File: src/rtl/amount_display_decoder.sv
// Binary mL amount to BCD digits and active-low 7-segment codes (sequential double-dabble).
// Optional: define BLANK_LEADING_ZEROS_EN to blank zero digits above the most significant non-zero digit.
module amount_display_decoder #(
    parameter int DIGIT_COUNT = 4,
    parameter int VALUE_WIDTH = 14
) (
    input  logic                     clock,
    input  logic                     reset,
    input  logic [VALUE_WIDTH-1:0]   value,
    input  logic                     load,
    output logic                     busy,
    output logic                     done,
    output logic                     overflow,
    output logic [4*DIGIT_COUNT-1:0] bcd,
    output logic [7*DIGIT_COUNT-1:0] segments
);

    localparam int unsigned DIGITS = DIGIT_COUNT;
    localparam int          BCD_W  = 4 * DIGIT_COUNT;
    localparam int          SEG_W  = 7 * DIGIT_COUNT;
    localparam int          CNT_W  = $clog2(VALUE_WIDTH + 1);

    localparam logic [VALUE_WIDTH-1:0] MAX_VALUE = VALUE_WIDTH'(10 ** DIGIT_COUNT - 1);

    localparam logic [1:0] S_IDLE    = 2'd0;
    localparam logic [1:0] S_CONVERT = 2'd1;
    localparam logic [1:0] S_UPDATE  = 2'd2;

    localparam logic [6:0] SEG_ZERO  = 7'b1000000;
    localparam logic [6:0] SEG_DASH  = 7'b0111111;
    localparam logic [6:0] SEG_BLANK = 7'b1111111;

    logic [1:0]             state;
    logic [VALUE_WIDTH-1:0] shift_reg;
    logic [BCD_W-1:0]       scratch;
    logic [CNT_W-1:0]       counter;
    logic                   overflow_pending;

    logic [BCD_W-1:0]       scratch_adj;
    logic [BCD_W-1:0]       scratch_next;
    logic [VALUE_WIDTH-1:0] shift_next;
    logic [SEG_W-1:0]       result_seg;
    logic [3:0]             digit;
`ifdef BLANK_LEADING_ZEROS_EN
    logic                   leading;
`endif

    function automatic logic [6:0] seg_encode(input logic [3:0] d);
        logic [6:0] s;
        case (d)
            4'd0:    s = 7'b1000000;
            4'd1:    s = 7'b1111001;
            4'd2:    s = 7'b0100100;
            4'd3:    s = 7'b0110000;
            4'd4:    s = 7'b0011001;
            4'd5:    s = 7'b0010010;
            4'd6:    s = 7'b0000010;
            4'd7:    s = 7'b1111000;
            4'd8:    s = 7'b0000000;
            4'd9:    s = 7'b0010000;
            default: s = SEG_BLANK;
        endcase
        return s;
    endfunction

    function automatic logic [6:0] reset_segment(input int unsigned idx);
`ifdef BLANK_LEADING_ZEROS_EN
        return (idx == 0) ? SEG_ZERO : SEG_BLANK;
`else
        return (idx == 0) ? SEG_ZERO : SEG_ZERO;
`endif
    endfunction

    // Add-3 correction on every nibble >= 5, then shift one binary bit into the BCD scratch.
    always_comb begin
        scratch_adj = scratch;
        for (int unsigned i = 0; i < DIGITS; i++) begin
            if (scratch[4*i +: 4] >= 4'd5) begin
                scratch_adj[4*i +: 4] = scratch[4*i +: 4] + 4'd3;
            end
        end
        {scratch_next, shift_next} = {scratch_adj, shift_reg} << 1;
    end

    // Walk digits from most significant down so leading zeros can be recognised in one pass.
    always_comb begin
        result_seg = '1;
        digit      = '0;
`ifdef BLANK_LEADING_ZEROS_EN
        leading    = 1'b1;
`endif
        for (int unsigned j = 0; j < DIGITS; j++) begin
            digit = scratch[4*(DIGITS-1-j) +: 4];
`ifdef BLANK_LEADING_ZEROS_EN
            if (leading && digit == 4'd0 && j != DIGITS - 1) begin
                result_seg[7*(DIGITS-1-j) +: 7] = SEG_BLANK;
            end else begin
                leading = 1'b0;
                result_seg[7*(DIGITS-1-j) +: 7] = seg_encode(digit);
            end
`else
            result_seg[7*(DIGITS-1-j) +: 7] = seg_encode(digit);
`endif
        end
    end

    always_ff @(posedge clock or negedge reset) begin
        if (!reset) begin
            state            <= S_IDLE;
            shift_reg        <= '0;
            scratch          <= '0;
            counter          <= '0;
            overflow_pending <= 1'b0;
            busy             <= 1'b0;
            done             <= 1'b0;
            overflow         <= 1'b0;
            bcd              <= '0;
            for (int unsigned i = 0; i < DIGITS; i++) begin
                segments[7*i +: 7] <= reset_segment(i);
            end
        end else begin
            done <= 1'b0;
            case (state)
                S_IDLE: begin
                    if (load) begin
                        shift_reg        <= value;
                        scratch          <= '0;
                        counter          <= CNT_W'(VALUE_WIDTH);
                        overflow_pending <= (value > MAX_VALUE);
                        busy             <= 1'b1;
                        state            <= S_CONVERT;
                    end
                end
                S_CONVERT: begin
                    scratch   <= scratch_next;
                    shift_reg <= shift_next;
                    counter   <= counter - 1'b1;
                    if (counter == CNT_W'(1)) begin
                        state <= S_UPDATE;
                    end
                end
                S_UPDATE: begin
                    overflow <= overflow_pending;
                    if (overflow_pending) begin
                        bcd      <= '1;
                        segments <= {DIGIT_COUNT{SEG_DASH}};
                    end else begin
                        bcd      <= scratch;
                        segments <= result_seg;
                    end
                    done  <= 1'b1;
                    busy  <= 1'b0;
                    state <= S_IDLE;
                end
                default: begin
                    busy  <= 1'b0;
                    state <= S_IDLE;
                end
            endcase
        end
    end

endmodule

File: config.mk
export PLATFORM = sky130hd
export DESIGN_NAME = amount_display_decoder
export DESIGN_NICKNAME = d
export VERILOG_FILES = /design/src/rtl/amount_display_decoder.sv
export SDC_FILE = /design/constraint.sdc
export NUM_CORES = 1
export LEC_CHECK = 0
export CORE_MARGIN = 10
export CORE_UTILIZATION = 49
export DETAILED_ROUTE_END_ITERATION = 10
export PLACE_DENSITY = 0.76
export SYNTH_ARGS = -nofsm -noshare
export SYNTH_HDL_FRONTEND = slang
export SYNTH_SLANG_ARGS = --single-unit
export TNS_END_PERCENT = 10
File: constraint.sdc
create_clock -name clock -period 1.7 [get_ports clock]
set_clock_uncertainty 0.15 [all_clocks]
set_input_delay 0.425 -clock clock [delete_from_list [all_inputs] [get_ports clock]]
set_output_delay 0.425 -clock clock [all_outputs]
set_load 0.05 [all_outputs]
## After elaboration in Yosys (flattened, before gate mapping)

Memory sizes are Yosys's and may differ from the RTL's.
Cells that the tools add are included.
W data, S select, Z words.

| word-level totals | value |
|---|---|
| flip-flop bits (word level) | 84 |
| bits in read-only memories | 448 |
| input port bits | 17 |
| output and inout port bits | 47 |
| memories kept | 4 |

Memories:

| name | depth | width | read ports | clocked after memory_dff | write ports | RTL line | source |
|---|---|---|---|---|---|---|---|
| (name not given) | 16 | 7 | 1 | 0 | 0 | 50 | `case (d)` |
| (name not given) | 16 | 7 | 1 | 0 | 0 | 50 |  |
| (name not given) | 16 | 7 | 1 | 0 | 0 | 50 |  |
| (name not given) | 16 | 7 | 1 | 0 | 0 | 50 |  |

| cells by class | value |
|---|---|
| $add $sub $neg | 5 |
| magnitude comparators | 5 |
| equality and inequality tests | 5 |
| mux-type cells | 18 |
| bitwise logic cells | 1 |
| reduce and logical (&&, ||, !) cells | 6 |

Operators with widths:

| cell | count |
|---|---|
| $mux W16 | 2 |
| $pmux W16 S2 | 1 |
| $mux W28 | 1 |
| $pmux W14 S2 | 1 |
| $ge A4 B3 Y1 const B | 4 |
| $mux W4 | 4 |
| $gt A14 B14 Y1 const B | 1 |
| $mux W14 | 1 |
| $add A4 B2 Y4 const B | 3 |
| $pmux W4 S2 | 1 |
| $reduce_and A2 Y1 | 4 |
| $eq A4 B1 Y1 const B | 1 |
| $mux W2 | 2 |
| $ne A2 B2 Y1 const B | 2 |
| $pmux W2 S2 | 1 |
| $sub A4 B1 Y4 const B | 1 |
| $add A3 B2 Y3 const B | 1 |
| $mux W3 | 1 |
| $eq A2 B1 Y1 const B | 1 |
| $eq A2 B2 Y1 const B | 1 |
| $logic_not A2 Y1 | 1 |
| $mux W1 | 2 |
| $pmux W1 S2 | 1 |
| $reduce_bool A2 Y1 | 1 |
| $not A1 Y1 | 1 |

## Logic depth before layout (Yosys ltp)

| logic depth | value |
|---|---|
| depth in word-level cells | 3 |
| mapped depth | 6 |
| mapped depth without buffers | 6 |

## Least setup slack after synthesis

Ideal clock, no wire load.

| path | value |
|---|---|
| path kind | reg-to-reg |
| start | register scratch[13] |
| end | register scratch[15] |
| setup time | 0.134 ns |
| arrival | 1.349 ns |
| path slack | 0.067 ns |
| stages on the path, launching flop included | 7 |
| path through | dfrtp_1 > inv_1 > ha_1 > ha_1 > o21bai_1 > a22oi_1 > o21ai_0 |

| on the way | value |
|---|---|
| word-level cells in the longest chain between the ends | 3 |

RTL lines:

| item | RTL line | source |
|---|---|---|
| start, declared | 35 | `logic [BCD_W-1:0] scratch;` |
| start signal, assigned | 135 | `scratch <= scratch_next;` |
| $ge A4 B3 Y1 or $add A3 B2 Y3 (tied branches) | 78, 79 |  |
| $mux W3 * | 78 | `if (scratch[4*i +: 4] >= 4'd5) begin` |
| $pmux W16 S2 * | 123 | `case (state)` |

Mark *: on every way between the ends. The rest lies on a longest branch, timed or not.
A chain may end at the register's enable or synchronous reset.

## Worst setup path in the final report

| path | value |
|---|---|
| start | register scratch[4] |
| end | register scratch[7] |

| on the way | value |
|---|---|
| word-level cells in the longest chain between the ends | 3 |

RTL lines:

| item | RTL line |
|---|---|
| $add A4 B2 Y4 or $ge A4 B3 Y1 (tied branches) | 79, 78 |
| $mux W4 * | 78 |
| $pmux W16 S2 * | 123 |

Marks and branches as above.

==> results.sh <==
export IMPL_setup_viol=0
export IMPL_layout_drive_gt1_share=0.2408
export IMPL_num_fill_cells=559
export IMPL_avgSynthCellArea_um2=9.350
export IMPL_end_kind="flop"
export IMPL_cts_tree="built"
export IMPL_drt_total_wl_mm=10.79
export IMPL_drt_met1_wl_mm=4.505
export IMPL_cts_root_buf="clkbuf_8"
export IMPL_async_flop_share=1.000
export IMPL_cpMaxStageDelayCell="dfrtp_1"
export IMPL_p_comb_frac=0.599
export IMPL_reg2reg_setup_slack_ps=40
export IMPL_synth_edf_count=0
export IMPL_crit_fanout=3
export IMPL_vdd_ir_drop_max_mv=1.287
export IMPL_synth_distinct_cells=44
export IMPL_ys_warn_count=0
export IMPL_timing_rr_end="scratch[7]"
export IMPL_max_cap_viol_count=0
export IMPL_dp_hpwl_mm=7.700
export IMPL_status="finished clean"
export IMPL_biggestRegsByFlops="segments x28, bcd x16, scratch x16"
export IMPL_synth_nets=487
export IMPL_die_h_um=112.5
export IMPL_area_growth_pct=42.17
export IMPL_route_detailed_drc=0
export IMPL_reg2reg_depth=6
export IMPL_grt_max_degree=41
export IMPL_hold_viol_final=0
export IMPL_dr_wl_met2_mm=5.452
export IMPL_cts_buffer_depth=2
export IMPL_drt_pass1_iter_count=5
export IMPL_die_area_um2=12650
export IMPL_cts_buffers_inserted=9
export IMPL_clk_pin_slew_worst_paths_ps=90
export IMPL_insertedDiodeCount=0
export IMPL_row_count=33
export IMPL_antenna_found_initial=0
export IMPL_swShare=0.4470
export IMPL_max_freq_ghz=0.6030
export IMPL_pwr_density_cell_nw_per_um2=2321
export IMPL_synth_ff_type="dfrtp_1"
export IMPL_start_util=0.5073
export IMPL_grt_pass1_vias=3667
export IMPL_grt_ovfl_total=0
export IMPL_multi_input_area_um2=1931
export IMPL_largest_reg_flops=28
export IMPL_dieWidth_um=112.5
export IMPL_power_net_switching_w=0.006178
export IMPL_port_buffers=63
export IMPL_post_route_min_period_ps=1658
export IMPL_drtIter0Drc=201
export IMPL_yosys_area_top_type_share=0.4779
export IMPL_seqPwrFrac=0.288
export IMPL_hp_start="shift_reg[13]"
export IMPL_grt_usage=0.1642
export IMPL_htree_levels=3
export IMPL_cp_slowest_stage_delay_ps=410
export IMPL_vias=3638
export IMPL_final_cells=649
export IMPL_top_register="segments"
export IMPL_ys_seq_elements=84
export IMPL_layout_worst_path_cycle_share=0.9756
export IMPL_pwr_share_clk=0.114
export IMPL_crit_arrival_ps=1760
export IMPL_hold_path_depth=2
export IMPL_seqCellArea_um2=2113
export IMPL_via_per_inst=5.606
export IMPL_antenna_violating_nets_post_route=0
export IMPL_holdCritPathClass="flop to flop"
export IMPL_tightest_slew_ps=504.3
export IMPL_clock_latency_ps=360
export IMPL_wl_per_cell_um=16.63
export IMPL_fp_coreArea_um2=8258
export IMPL_dp_cells=629
export IMPL_top_layer="met4"
export IMPL_relSlewSlack=0.6638
export IMPL_min_to="scratch[0]"
export IMPL_p_int_w=0.007643
export IMPL_nets=578
export IMPL_syn_area_um2=4189
export IMPL_globalplace_congestion=0.9101
export IMPL_crit_required_ps=1800
export IMPL_tns_ps=0
export IMPL_path_cells="inv_1 -> ha_1 -> ha_1 -> o21ai_0 -> o21ai_1 -> a22o_1"
export IMPL_synthTopCellsByArea="dfrtp_1 (48%), ha_1 (6.6%), nand2_1 (6.0%)"
export IMPL_cts_sinks=84
export IMPL_crit_path_frequent_cell="ha_1"
export IMPL_synth_seq_area_share=0.5030
export IMPL_yosys_area_top_type="dfrtp_1"
export IMPL_synth_cells=448
export IMPL_p_leak_nw=2.598
export IMPL_finalMaxSlewViolations=0
export IMPL_critical_path_class="flop to flop"
export IMPL_worstSetupStartpointType="flop"
export IMPL_wl_met3_um=682
export IMPL_reg2reg_from="scratch[4]"
export IMPL_grt_pass1_wl_mm=17.59
export IMPL_num_io_pins=64
[kinds of logic (layout without fill, tap and decap cells)]
family	after synthesis	in the layout	share of synthesized area
adders and majority gates	22	22	0.06571
muxes	1	1	0.002390
DFF	84	84	0.5030
AOI/OAI and AO/OA	135	135	0.2004
buffers and inverters	46	142	0.05047
and+or+nand+nor	151	151	0.1592
xor gates and xnor gates	9	9	0.01882
[repair_timing]
action,4_1_cts,5_1_grt
pin swaps,0,3
setup endpoints to repair,36,34
gates resized for setup,4,21
buffers inserted,0,3
endpoints found under the hold margin,17,0
hold buffers,1,0
[layout by cell type (no fill, tap or decap), drive strengths merged, types with 2 or more instances in the layout]
master and n:
inv 20, dfrtp 80, clkdlybuf4s50 15, o21ai 41, nand2b 8, a221oi 2
clkbuf 11, a21oi 26, o31ai 3, o22a 8, clkinv 3, nand3 7
nand2 67, o311ai 8, ha 22, o21bai 2, dfstp 4, a22o 3
o221ai 2, o211ai 3, nor3b 4, buf 90, and2 2, xnor2 8
nor2 57, nor4 2, bufinv 2, nand3b 2, a31oi 33
[how the worst max path moves through the flow]
stage / from / to / slack [ps] / cells after the start
5_1_grt: scratch[4] / scratch[7] / -10 / 6
3_3_place_gp: value[5] / overflow_pending / -230 / 5
2_1_floorplan: scratch[13] / scratch[15] / 70 / 6
3_5_place_dp: value[5] / overflow_pending / -280 / 5
6_report: scratch[4] / scratch[7] / 40 / 6
4_1_cts: scratch[12] / scratch[15] / 7 / 6
[synthesized netlist by cell type, types with 2 or more instances]
cell,instances
a21oi_1,26
a221oi_1,2
a22o_1,3
a31oi_1,33
and2_1,2
buf_2,19
buf_4,2
clkbuf_1,4
dfrtp_1,80
dfstp_2,4
ha_1,22
inv_1,18
inv_2,2
nand2_1,67
nand2b_1,8
nand3_1,7
nor2_1,55
nor3b_1,3
nor4_1,2
o211ai_1,3
o21ai_0,40
o221ai_1,2
o22a_1,8
o311ai_0,7
o31ai_1,3
xnor2_1,8
[stage by stage]
step	power, W	utilization	instance area (um2)	hold slack, ps	worst slack [ps]
2_1_floorplan	0.008171	-	4189	-20.59	66.95
3_3_place_gp	0.01166	0.6827	5638	166.9	-229.6
3_5_place_dp	0.01191	0.6827	5638	174.1	-284.9
4_1_cts	0.01355	0.7115	5876	345.6	7.308
5_1_grt	0.01464	0.7212	5956	356.1	-10.97
6_report	0.01382	0.7212	5956	334.3	41.52
[layout make-up]
cell class                      instances  share of cell area
Sequential cell                        84              0.3548
Inverter                               20             0.01303
Multi-Input combinational cell        318              0.3242
Tap cell                              105             0.02206
Timing Repair Buffer                  106              0.2496
Clock inverter                          5             0.01261
Clock buffer                           11             0.02374
[critical path, delay by kind of cell, from the launching register on]
family	cells	cell delay, ps
compound gates	3	400
fa+ha+maj	2	520
buf+inv	1	70
flops	1	410
[per-layer routing]
layer / GRT usage / vias up
met1: 0.1966 / 1753
met5: 0 / -
li1: - / 1751
met2: 0.2793 / 119
met3: 0.03781 / 15
met4: 0.06345 / 0
[power by group through the flow]
stage	sequential (W)	clock [W]	combinational (W)
finish	0.00397	0.00157	0.00828
global route	0.00409	0.00167	0.00887
CTS	0.00393	0.00159	0.00804
detailed placement	0.00395	0	0.00796
global placement	0.00389	0	0.00777
floorplan	0.00522	0	0.00295
No activity file was read; power rests on OpenSTA's default activity.
